## config.mk

```make
export PLATFORM = sky130hd
export DESIGN_NAME = qbus_master_arb
export DESIGN_NICKNAME = d
export VERILOG_FILES = /design/src/rtl/qbus_master_arb.sv
export SDC_FILE = /design/constraint.sdc
export NUM_CORES = 1
export LEC_CHECK = 0
export BUFFER_PORTS_ARGS = -buffer_cell sky130_fd_sc_hd__buf_2
export CORE_UTILIZATION = 55
export DETAILED_ROUTE_END_ITERATION = 10
export PLACE_DENSITY_LB_ADDON = 0.25
export SYNTH_ARGS = -nofsm -noshare
export SYNTH_HDL_FRONTEND = slang
export SYNTH_SLANG_ARGS = --single-unit
```

## constraint.sdc

```tcl
create_clock -name PIN_CLK -period 3.42 [get_ports PIN_CLK]
set_clock_uncertainty 0.2 [all_clocks]
set_input_delay 0.513 -clock PIN_CLK [delete_from_list [all_inputs] [get_ports PIN_CLK]]
set_output_delay 0.513 -clock PIN_CLK [all_outputs]
set_load 0.01 [all_outputs]
```

## src/rtl/qbus_master_arb.sv

```systemverilog
// qbus_master_arb
//   Two-requester Q-bus master: round-robin arbitration between two internal
//   masters and sequencing of complete nAD/nSYNC/nDIN/nDOUT/nWTBT bus cycles.
//   Each cycle waits for nRPLY and is aborted after TIMEOUT reply-wait cycles.
//
// Ports
//   PIN_CLK, PIN_nDCLO         clock, asynchronous active-low reset
//   req_i/we_i/byte_i          per-requester request, write flag, byte flag
//   addr0_i/addr1_i            per-requester cycle address
//   wdata0_i/wdata1_i          per-requester write data
//   grant_o/ack_o/err_o        owner, completion pulse, timeout flag
//   rdata_o                    last read data (true polarity)
//   PIN_nAD_out/oe/in          inverted multiplexed address/data bus
//   PIN_nSYNC/nDIN/nDOUT/nWTBT bus strobes (active-low)
//   PIN_nRPLY                  slave reply (active-low)
//
// Every output is a register decoded from the current state, so pins change
// one clock after the state they reflect.
module qbus_master_arb #(
    parameter int unsigned TIMEOUT = 64
) (
    input  logic        PIN_CLK,
    input  logic        PIN_nDCLO,
    input  logic [1:0]  req_i,
    input  logic [1:0]  we_i,
    input  logic [1:0]  byte_i,
    input  logic [15:0] addr0_i,
    input  logic [15:0] addr1_i,
    input  logic [15:0] wdata0_i,
    input  logic [15:0] wdata1_i,
    output logic [1:0]  grant_o,
    output logic [1:0]  ack_o,
    output logic        err_o,
    output logic [15:0] rdata_o,
    output logic [15:0] PIN_nAD_out,
    output logic        PIN_nAD_oe,
    input  logic [15:0] PIN_nAD_in,
    output logic        PIN_nSYNC,
    output logic        PIN_nDIN,
    output logic        PIN_nDOUT,
    output logic        PIN_nWTBT,
    input  logic        PIN_nRPLY
);

    localparam int unsigned CntW = $clog2(TIMEOUT);
    localparam logic [CntW-1:0] CntLast = CntW'(TIMEOUT - 1);

    typedef enum logic [2:0] {
        StIdle,
        StAdr,
        StSyn,
        StDat,
        StWrp,
        StFin
    } state_e;

    state_e          state_q, state_d;
    logic            owner_q, owner_d;
    logic            last_q, last_d;
    logic            we_q, we_d;
    logic            byte_q, byte_d;
    logic [15:0]     addr_q, addr_d;
    logic [15:0]     wdata_q, wdata_d;
    logic [CntW-1:0] cnt_q, cnt_d;
    logic            done_q, done_d;
    logic            tmo_q, tmo_d;
    logic [15:0]     rdata_q, rdata_d;

    logic [1:0]      grant_q, grant_d;
    logic [1:0]      ack_q, ack_d;
    logic            err_q, err_d;
    logic [15:0]     nad_q, nad_d;
    logic            oe_q, oe_d;
    logic            nsync_q, nsync_d;
    logic            ndin_q, ndin_d;
    logic            ndout_q, ndout_d;
    logic            nwtbt_q, nwtbt_d;

    logic            win;
    logic [1:0]      own_oh;
    logic [CntW-1:0] cnt_inc;

    // On a tie the requester that did not own the last cycle wins.
    always_comb begin
        if (req_i == 2'b11) begin
            win = ~last_q;
        end else begin
            win = req_i[1];
        end
    end

    assign own_oh  = owner_q ? 2'b10 : 2'b01;
    // Saturate so a reply on the last WRP cycle cannot wrap the FIN budget.
    assign cnt_inc = (cnt_q == CntLast) ? cnt_q : cnt_q + CntW'(1);

    // Next state and latched operands.
    always_comb begin
        state_d = state_q;
        owner_d = owner_q;
        last_d  = last_q;
        we_d    = we_q;
        byte_d  = byte_q;
        addr_d  = addr_q;
        wdata_d = wdata_q;
        cnt_d   = cnt_q;
        done_d  = 1'b0;
        tmo_d   = tmo_q;
        rdata_d = rdata_q;
        unique case (state_q)
            StIdle: begin
                // done_q marks the cycle in which ack_o is being raised.
                if ((req_i != 2'b00) && !done_q) begin
                    owner_d = win;
                    last_d  = win;
                    we_d    = we_i[win];
                    byte_d  = byte_i[win];
                    addr_d  = win ? addr1_i : addr0_i;
                    wdata_d = win ? wdata1_i : wdata0_i;
                    state_d = StAdr;
                end
            end
            StAdr: state_d = StSyn;
            StSyn: begin
                cnt_d   = '0;
                state_d = we_q ? StDat : StWrp;
            end
            StDat: begin
                cnt_d   = '0;
                state_d = StWrp;
            end
            StWrp: begin
                if (!PIN_nRPLY) begin
                    state_d = StFin;
                    cnt_d   = cnt_inc;
                    if (!we_q) begin
                        rdata_d = ~PIN_nAD_in;
                    end
                end else if (cnt_q == CntLast) begin
                    state_d = StIdle;
                    done_d  = 1'b1;
                    tmo_d   = 1'b1;
                end else begin
                    cnt_d = cnt_inc;
                end
            end
            StFin: begin
                if (PIN_nRPLY) begin
                    state_d = StIdle;
                    done_d  = 1'b1;
                    tmo_d   = 1'b0;
                end else if (cnt_q == CntLast) begin
                    state_d = StIdle;
                    done_d  = 1'b1;
                    tmo_d   = 1'b1;
                end else begin
                    cnt_d = cnt_inc;
                end
            end
            default: state_d = StIdle;
        endcase
    end

    // Pin and status values for the next clock, decoded from the current state.
    always_comb begin
        grant_d = 2'b00;
        ack_d   = 2'b00;
        err_d   = 1'b0;
        nad_d   = 16'hFFFF;
        oe_d    = 1'b0;
        nsync_d = 1'b1;
        ndin_d  = 1'b1;
        ndout_d = 1'b1;
        nwtbt_d = 1'b1;
        unique case (state_q)
            StIdle: begin
                if (done_q) begin
                    ack_d = own_oh;
                    err_d = tmo_q;
                end
            end
            StAdr, StSyn: begin
                grant_d = own_oh;
                oe_d    = 1'b1;
                nad_d   = ~addr_q;
                nwtbt_d = ~we_q;
                nsync_d = (state_q == StAdr);
            end
            StDat: begin
                grant_d = own_oh;
                oe_d    = 1'b1;
                nad_d   = ~wdata_q;
                nwtbt_d = ~byte_q;
                nsync_d = 1'b0;
            end
            StWrp, StFin: begin
                grant_d = own_oh;
                nsync_d = 1'b0;
                if (we_q) begin
                    // Write data stays on the bus until nSYNC rises.
                    oe_d    = 1'b1;
                    nad_d   = ~wdata_q;
                    nwtbt_d = ~byte_q;
                    ndout_d = (state_q == StFin);
                end else begin
                    ndin_d = (state_q == StFin);
                end
            end
            default: ;
        endcase
    end

    always_ff @(posedge PIN_CLK or negedge PIN_nDCLO) begin
        if (!PIN_nDCLO) begin
            state_q <= StIdle;
            owner_q <= 1'b0;
            last_q  <= 1'b1;
            we_q    <= 1'b0;
            byte_q  <= 1'b0;
            addr_q  <= '0;
            wdata_q <= '0;
            cnt_q   <= '0;
            done_q  <= 1'b0;
            tmo_q   <= 1'b0;
            rdata_q <= '0;
            grant_q <= 2'b00;
            ack_q   <= 2'b00;
            err_q   <= 1'b0;
            nad_q   <= 16'hFFFF;
            oe_q    <= 1'b0;
            nsync_q <= 1'b1;
            ndin_q  <= 1'b1;
            ndout_q <= 1'b1;
            nwtbt_q <= 1'b1;
        end else begin
            state_q <= state_d;
            owner_q <= owner_d;
            last_q  <= last_d;
            we_q    <= we_d;
            byte_q  <= byte_d;
            addr_q  <= addr_d;
            wdata_q <= wdata_d;
            cnt_q   <= cnt_d;
            done_q  <= done_d;
            tmo_q   <= tmo_d;
            rdata_q <= rdata_d;
            grant_q <= grant_d;
            ack_q   <= ack_d;
            err_q   <= err_d;
            nad_q   <= nad_d;
            oe_q    <= oe_d;
            nsync_q <= nsync_d;
            ndin_q  <= ndin_d;
            ndout_q <= ndout_d;
            nwtbt_q <= nwtbt_d;
        end
    end

    assign grant_o     = grant_q;
    assign ack_o       = ack_q;
    assign err_o       = err_q;
    assign rdata_o     = rdata_q;
    assign PIN_nAD_out = nad_q;
    assign PIN_nAD_oe  = oe_q;
    assign PIN_nSYNC   = nsync_q;
    assign PIN_nDIN    = ndin_q;
    assign PIN_nDOUT   = ndout_q;
    assign PIN_nWTBT   = nwtbt_q;

endmodule
```

==> results of run 1 <==
==> logic make-up after synthesis <==
logic type | after synthesis | share of synthesized area (%)
buf+inv | 33 | 3.981
simple gates | 107 | 12.24
mux | 50 | 12.45
compound gates | 111 | 16.91
flops | 89 | 53.91
fa+ha+maj | 1 | 0.2993
xor+xnor | 1 | 0.2096
==> final cells by class <==
type,count,area [um2]
Timing Repair Buffer,139,720.7
Fill cell,591,2207
Sequential cell,89,2253
Tap cell,99,123.9
Multi-Input combinational cell,270,1772
Inverter,3,11.26
Clock buffer,10,137.6
Clock inverter,6,66.31
==> flip-flops by register name (all words and copies together) (netlist names), 2 cells and up <==
register     flops
addr_q          16
ack_o            2
PIN_nAD_out     16
grant_o          2
cnt_q            6
rdata_o         16
wdata_q         16
state_q          3
==> cell usage in the layout (no fill, tap or decap), types with 2 or more instances in the layout <==
master	instances
nor2_1	57
clkinvlp_4	3
and2_1	2
a21o_1	3
nand3_1	5
o22ai_1	2
clkbuf_8	10
dfstp_2	21
o21ai_0	2
nand2_2	14
a211oi_1	3
o21bai_1	2
inv_1	2
buf_4	10
dfrtp_1	68
nor2b_1	5
a31oi_1	3
and3_1	4
mux2_2	16
mux2i_1	34
nand2_1	12
a22oi_1	15
buf_2	129
o21ai_2	16
a21oi_1	57
==> synth_stat cells (4+ instances only) <==
master / count / area share (%)
a22oi_1: 15 / 2.7
o21ai_2: 16 / 3.4
mux2i_1: 34 / 8.1
nand2_2: 14 / 2.1
buf_2: 16 / 1.9
dfstp_2: 21 / 13
nand2_1: 12 / 1.1
clkbuf_1: 8 / 0.72
and3_1: 4 / 0.60
mux2_2: 16 / 4.3
nand3_1: 5 / 0.60
nor2b_1: 5 / 0.75
dfrtp_1: 68 / 41
nor2_1: 57 / 5.1
a21oi_1: 57 / 6.8
==> critical path: stages (launching register included) <==
cell and delay [ps]:
dfrtp_1 670, nor2b_1 1050, a22oi_1 260, nor2_1 160, a21oi_1 60
==> worst paths after layout <==
path                                    to            from  slack [ps]  cells after the start
max in group asynchronous  PIN_nAD_out[14]       PIN_nDCLO        2100                      2
max reg2reg                 PIN_nAD_out[0]      state_q[1]         930                      4
min                            rdata_o[15]  PIN_nAD_in[15]         120                      2
max                         PIN_nAD_out[0]      state_q[1]         930                      4
min in group asynchronous         cnt_q[1]       PIN_nDCLO         140                      1
min reg2reg                PIN_nAD_out[15]     wdata_q[15]         240                      1
==> power groups by stage <==
stage	combinational (mW)	sequential, mW	clock, mW
finish	1.85	1.92	0.732
global route	2.09	1.99	0.794
CTS	1.87	1.92	0.747
detailed placement	1.86	1.93	0
global placement	1.77	1.92	0
floorplan	1.30	1.92	0
==> per-stage QoR <==
stage / cells / cell area, um2 / setup WS, ps
after floorplan: 392 / 4180 / 1657
after global placement: 600 / 4881 / 1024
after detailed placement: 600 / 4881 / 958.4
after CTS: 616 / 5085 / 906.1
after global routing: 616 / 5085 / 676.9
final: 616 / 5085 / 933.2
==> routing by layer <==
layer  wire length [um]  vias up  track usage [%]
met5                  0        -                0
met3                538        2            5.448
met4                 31        0            5.628
met1               3854     1577            31.29
met2               4381      107            37.06
li1                   -     1617                -
==> flow_metrics.tcl, run 1 <==
set metrics [dict create \
    status "finished, final reports clean" \
    hold_class "input pin to flip-flop" \
    die_x_um 89.18 \
    dieArea_um2 7953 \
    syn-instance-count 392 \
    postCtsSetupBuffers 0 \
    ant_nets 0 \
    grt_use_total_pct 22.86 \
    drv_slew 0 \
    worst_pin_slew_ps 1213 \
    p_switching_mw 1.731 \
    ys_types 44 \
    crit_type "flip-flop to flip-flop" \
    cts_max_path_buffers 2 \
    yosys_register_bits 89 \
    synth_nets 482 \
    drtIter0Drc 188 \
    grt-ovfl-total 0 \
    root_buffer "clkbuf_8" \
    core_area_um2 7292 \
    tns_ps 0 \
    gp_congestion 0.7483 \
    fin_util_pct 69.73 \
    holdWs_ps 124.2 \
    switching_share_pct 38.46 \
    syn_area_um2 4180 \
    io_pins 131 \
    hold_viol_final 0 \
    leakage_nw 2.399 \
    vias 3303 \
    worstPathArrival_ps 2550 \
    antenna_cells 0 \
    synthArstFlopShare_pct 100.0 \
    crit_path_end_kind "flip-flop" \
    power.share.clock_pct 16.3 \
    ys.warnings.count 0 \
    cts_hold_buffers 0 \
    nets 602 \
    row_count 31 \
    routed_wl_um 8806 \
    grt_max_degree 87 \
    setup_violations 0 \
    start_kind "flip-flop" \
    cts_tree "built" \
    post_cts_resized 0 \
    drive_gt1_share_pct 43.71 \
    clock_sinks 89 \
    ir_worst_vdd_uv 395.7 \
    p_total_mw 4.501 \
    fmax_mhz 402.1 \
    start_util_pct 57.33 \
    rsz0062_at_grt "false" \
    cp_max_fo 22 \
    antenna_found_initial 0 \
    synth-main-ff-cell "dfrtp_1" \
    grt_pass1_wl_um 13790 \
    numPortBuffers 130 \
    via_per_inst 5.362 \
    avgSynthCellArea_um2 10.66 \
    drc 0 \
    first_pass_iters 4 \
    synth_edf_count 0 \
    clk_pin_slew_ps 90 \
    cts-buffers-inserted 9 \
    powerDensity_nw_per_um2 885.1 \
    worstSkewPairLatency_ps 350 \
    yosysSeqAreaShare_pct 53.91 \
    pwr-share-seq_pct 42.6 \
    die-height_um 89.18 \
    max_cap_violations 0 \
    relSlewSlack_pct 18.97 \
    h-tree-depth 3 \
    area_delta_synth_final_pct 21.64 \
    timing.final.crit_share_pct 72.71 \
    layout_min_cycle_time_ps 2487 \
    dp_hpwl_um 6060 \
    cp.required_ps 3480 \
    wl_per_cell_um 14.30 \
    grt_pass1_vias 2992 \
    power.internal_mw 2.769 \
    combPwrFrac_pct 41.1 \
]
Power figures use the tool's default switching activity.
==> run 2, diff against run 1 <==
--- a/config.mk
+++ b/config.mk
@@ -6,7 +6,7 @@
 export NUM_CORES = 1
 export LEC_CHECK = 0
 export BUFFER_PORTS_ARGS = -buffer_cell sky130_fd_sc_hd__buf_2
-export CORE_UTILIZATION = 55
+export CORE_UTILIZATION = 51
 export DETAILED_ROUTE_END_ITERATION = 10
 export PLACE_DENSITY_LB_ADDON = 0.25
 export SYNTH_ARGS = -nofsm -noshare
==> constraint.sdc (replaced) <==
create_clock -name PIN_CLK -period 2.3 [get_ports PIN_CLK]
set_clock_uncertainty 0.2 [all_clocks]
set_input_delay 0.345 -clock PIN_CLK [delete_from_list [all_inputs] [get_ports PIN_CLK]]
set_output_delay 0.345 -clock PIN_CLK [all_outputs]
set_load 0.01 [all_outputs]
==> run 2 against run 1 <==
Core utilization fell by 0.93 points. Hold slack got worse by 53 ps. Clock-buffer cell count rose by 1. Largest cell class unchanged.
==> flow_metrics.tcl, run 2 (synthesis gave the netlist of run 1 again) <==
set metrics [dict create \
    area_delta_synth_final_pct 28.49 \
    p_total_mw 6.895 \
    powerDensity_nw_per_um2 1284 \
    status "finished, final reports clean" \
    fin_util_pct 68.80 \
    final_common_cell "buf_2" \
    numPortBuffers 130 \
    nets 626 \
    tns_ps 0 \
    vias 3416 \
    holdWs_ps 71.56 \
    clk_pin_slew_ps 90 \
    hp-start "PIN_nRPLY" \
    r2r_setup_slack_ps 390 \
    ff2ff_path_depth 5 \
    cts-buffers-inserted 9 \
    drtIter0Drc 143 \
    worstPathArrival_ps 1950 \
    cts_tree "built" \
    antenna_found_initial 0 \
    final_cell_area_um2 5371 \
    cts_max_path_buffers 2 \
    wl_per_cell_um 14.18 \
    start_util_pct 53.54 \
    finalWorstSetupSlack_ps 391.7 \
    fmax_mhz 524.0 \
    routed_wl_um 9118 \
    ant_nets 0 \
    first_pass_iters 4 \
    hold_class "input pin to flip-flop" \
    layout_min_cycle_time_ps 1908 \
    crit_type "flip-flop to flip-flop" \
    via_per_inst 5.313 \
    final_cell_mix "129 x buf_2, 68 x dfrtp_1, 57 x nor2_1, 57 x a21oi_1, 34 x mux2i_1" \
    worstSkewPairLatency_ps 360 \
    grt_pass1_vias 3168 \
    dp_hpwl_um 6392 \
    core_area_um2 7807 \
    h-tree-depth 3 \
    hold_depth 2 \
    crit_path_end_kind "flip-flop" \
    io_pins 131 \
    drc 0 \
    leakage_nw 2.530 \
    hold_viol_final 0 \
    drive_gt1_share_pct 43.07 \
    die-height_um 92.54 \
    grt_pass1_wl_um 14860 \
    max_cap_violations 0 \
    worst_pin_slew_ps 539.8 \
    place_area_um2 4987 \
    cp_max_fo 32 \
    r2r_start "state_q[1]" \
    die_x_um 92.54 \
    grt_use_total_pct 22.50 \
    antenna_cells 0 \
    grt_max_degree 52 \
    gp_congestion 0.8130 \
    cp.required_ps 2340 \
    rsz0062_at_grt "false" \
    root_buffer "clkbuf_8" \
    setup_violations 0 \
    place_inst 610 \
    timing.final.crit_share_pct 82.97 \
    start_kind "flip-flop" \
    clock_sinks 89 \
    finalNonFillerCells 643 \
    relSlewSlack_pct 63.73 \
    pre_cts_ws_ps 380.5 \
    row_count 32 \
    r2r-end "rdata_o[0]" \
    ir_worst_vdd_uv 525.3 \
    grt-ovfl-total 0 \
    dieArea_um2 8563 \
    drv_slew 0 \
    min_to "tmo_q" \
]
-- run 2: worst max-delay path, stage by stage (launching register included) --
cell	delay [ps]
dfrtp_1	490
nor2_2	180
or4b_1	440
buf_4	280
nand2_1	130
o21ai_2	60
-- run 2: area by class of cell --
type,count,area [um2]
fillers,601,2436
flip-flops and latches,89,2253
multi-input cells,270,1772
repair buffers,163,993.5
clock buffers,11,151.4
well taps,102,127.6
clock inverters,5,62.56
inverters,3,11.26
-- run 2: timing repair --
item | CTS | global route
setup buffers | 0 | 0
hold buffers | 17 | 0
endpoints found under the setup margin | 0 | 0
resized for setup | 0 | 0
endpoints found under the hold margin | 84 | 0
-- run 2: how the worst max path moves through the flow --
stage,start,endpoint,slack (ps),depth (start not counted)
3_5_place_dp,state_q[1],rdata_o[0],380,5
2_1_floorplan,state_q[1],rdata_o[10],540,7
6_report,state_q[1],rdata_o[0],390,5
3_3_place_gp,state_q[1],rdata_o[1],450,5
4_1_cts,state_q[1],rdata_o[0],380,5
5_1_grt,state_q[0],wdata_q[10],270,5
-- run 2: power breakdown --
part,switching [mW],internal [mW]
Combinational,1.61,1.36
Clock,0.555,0.567
Sequential,0.457,2.35
-- run 2: routing by layer --
layer	vias to the layer above	wire, um	GRT usage, %
li1	1670	-	-
met1	1623	3943	28.70
met2	112	4606	38.40
met3	11	441	3.777
met4	0	127	8.464
met5	-	0	0
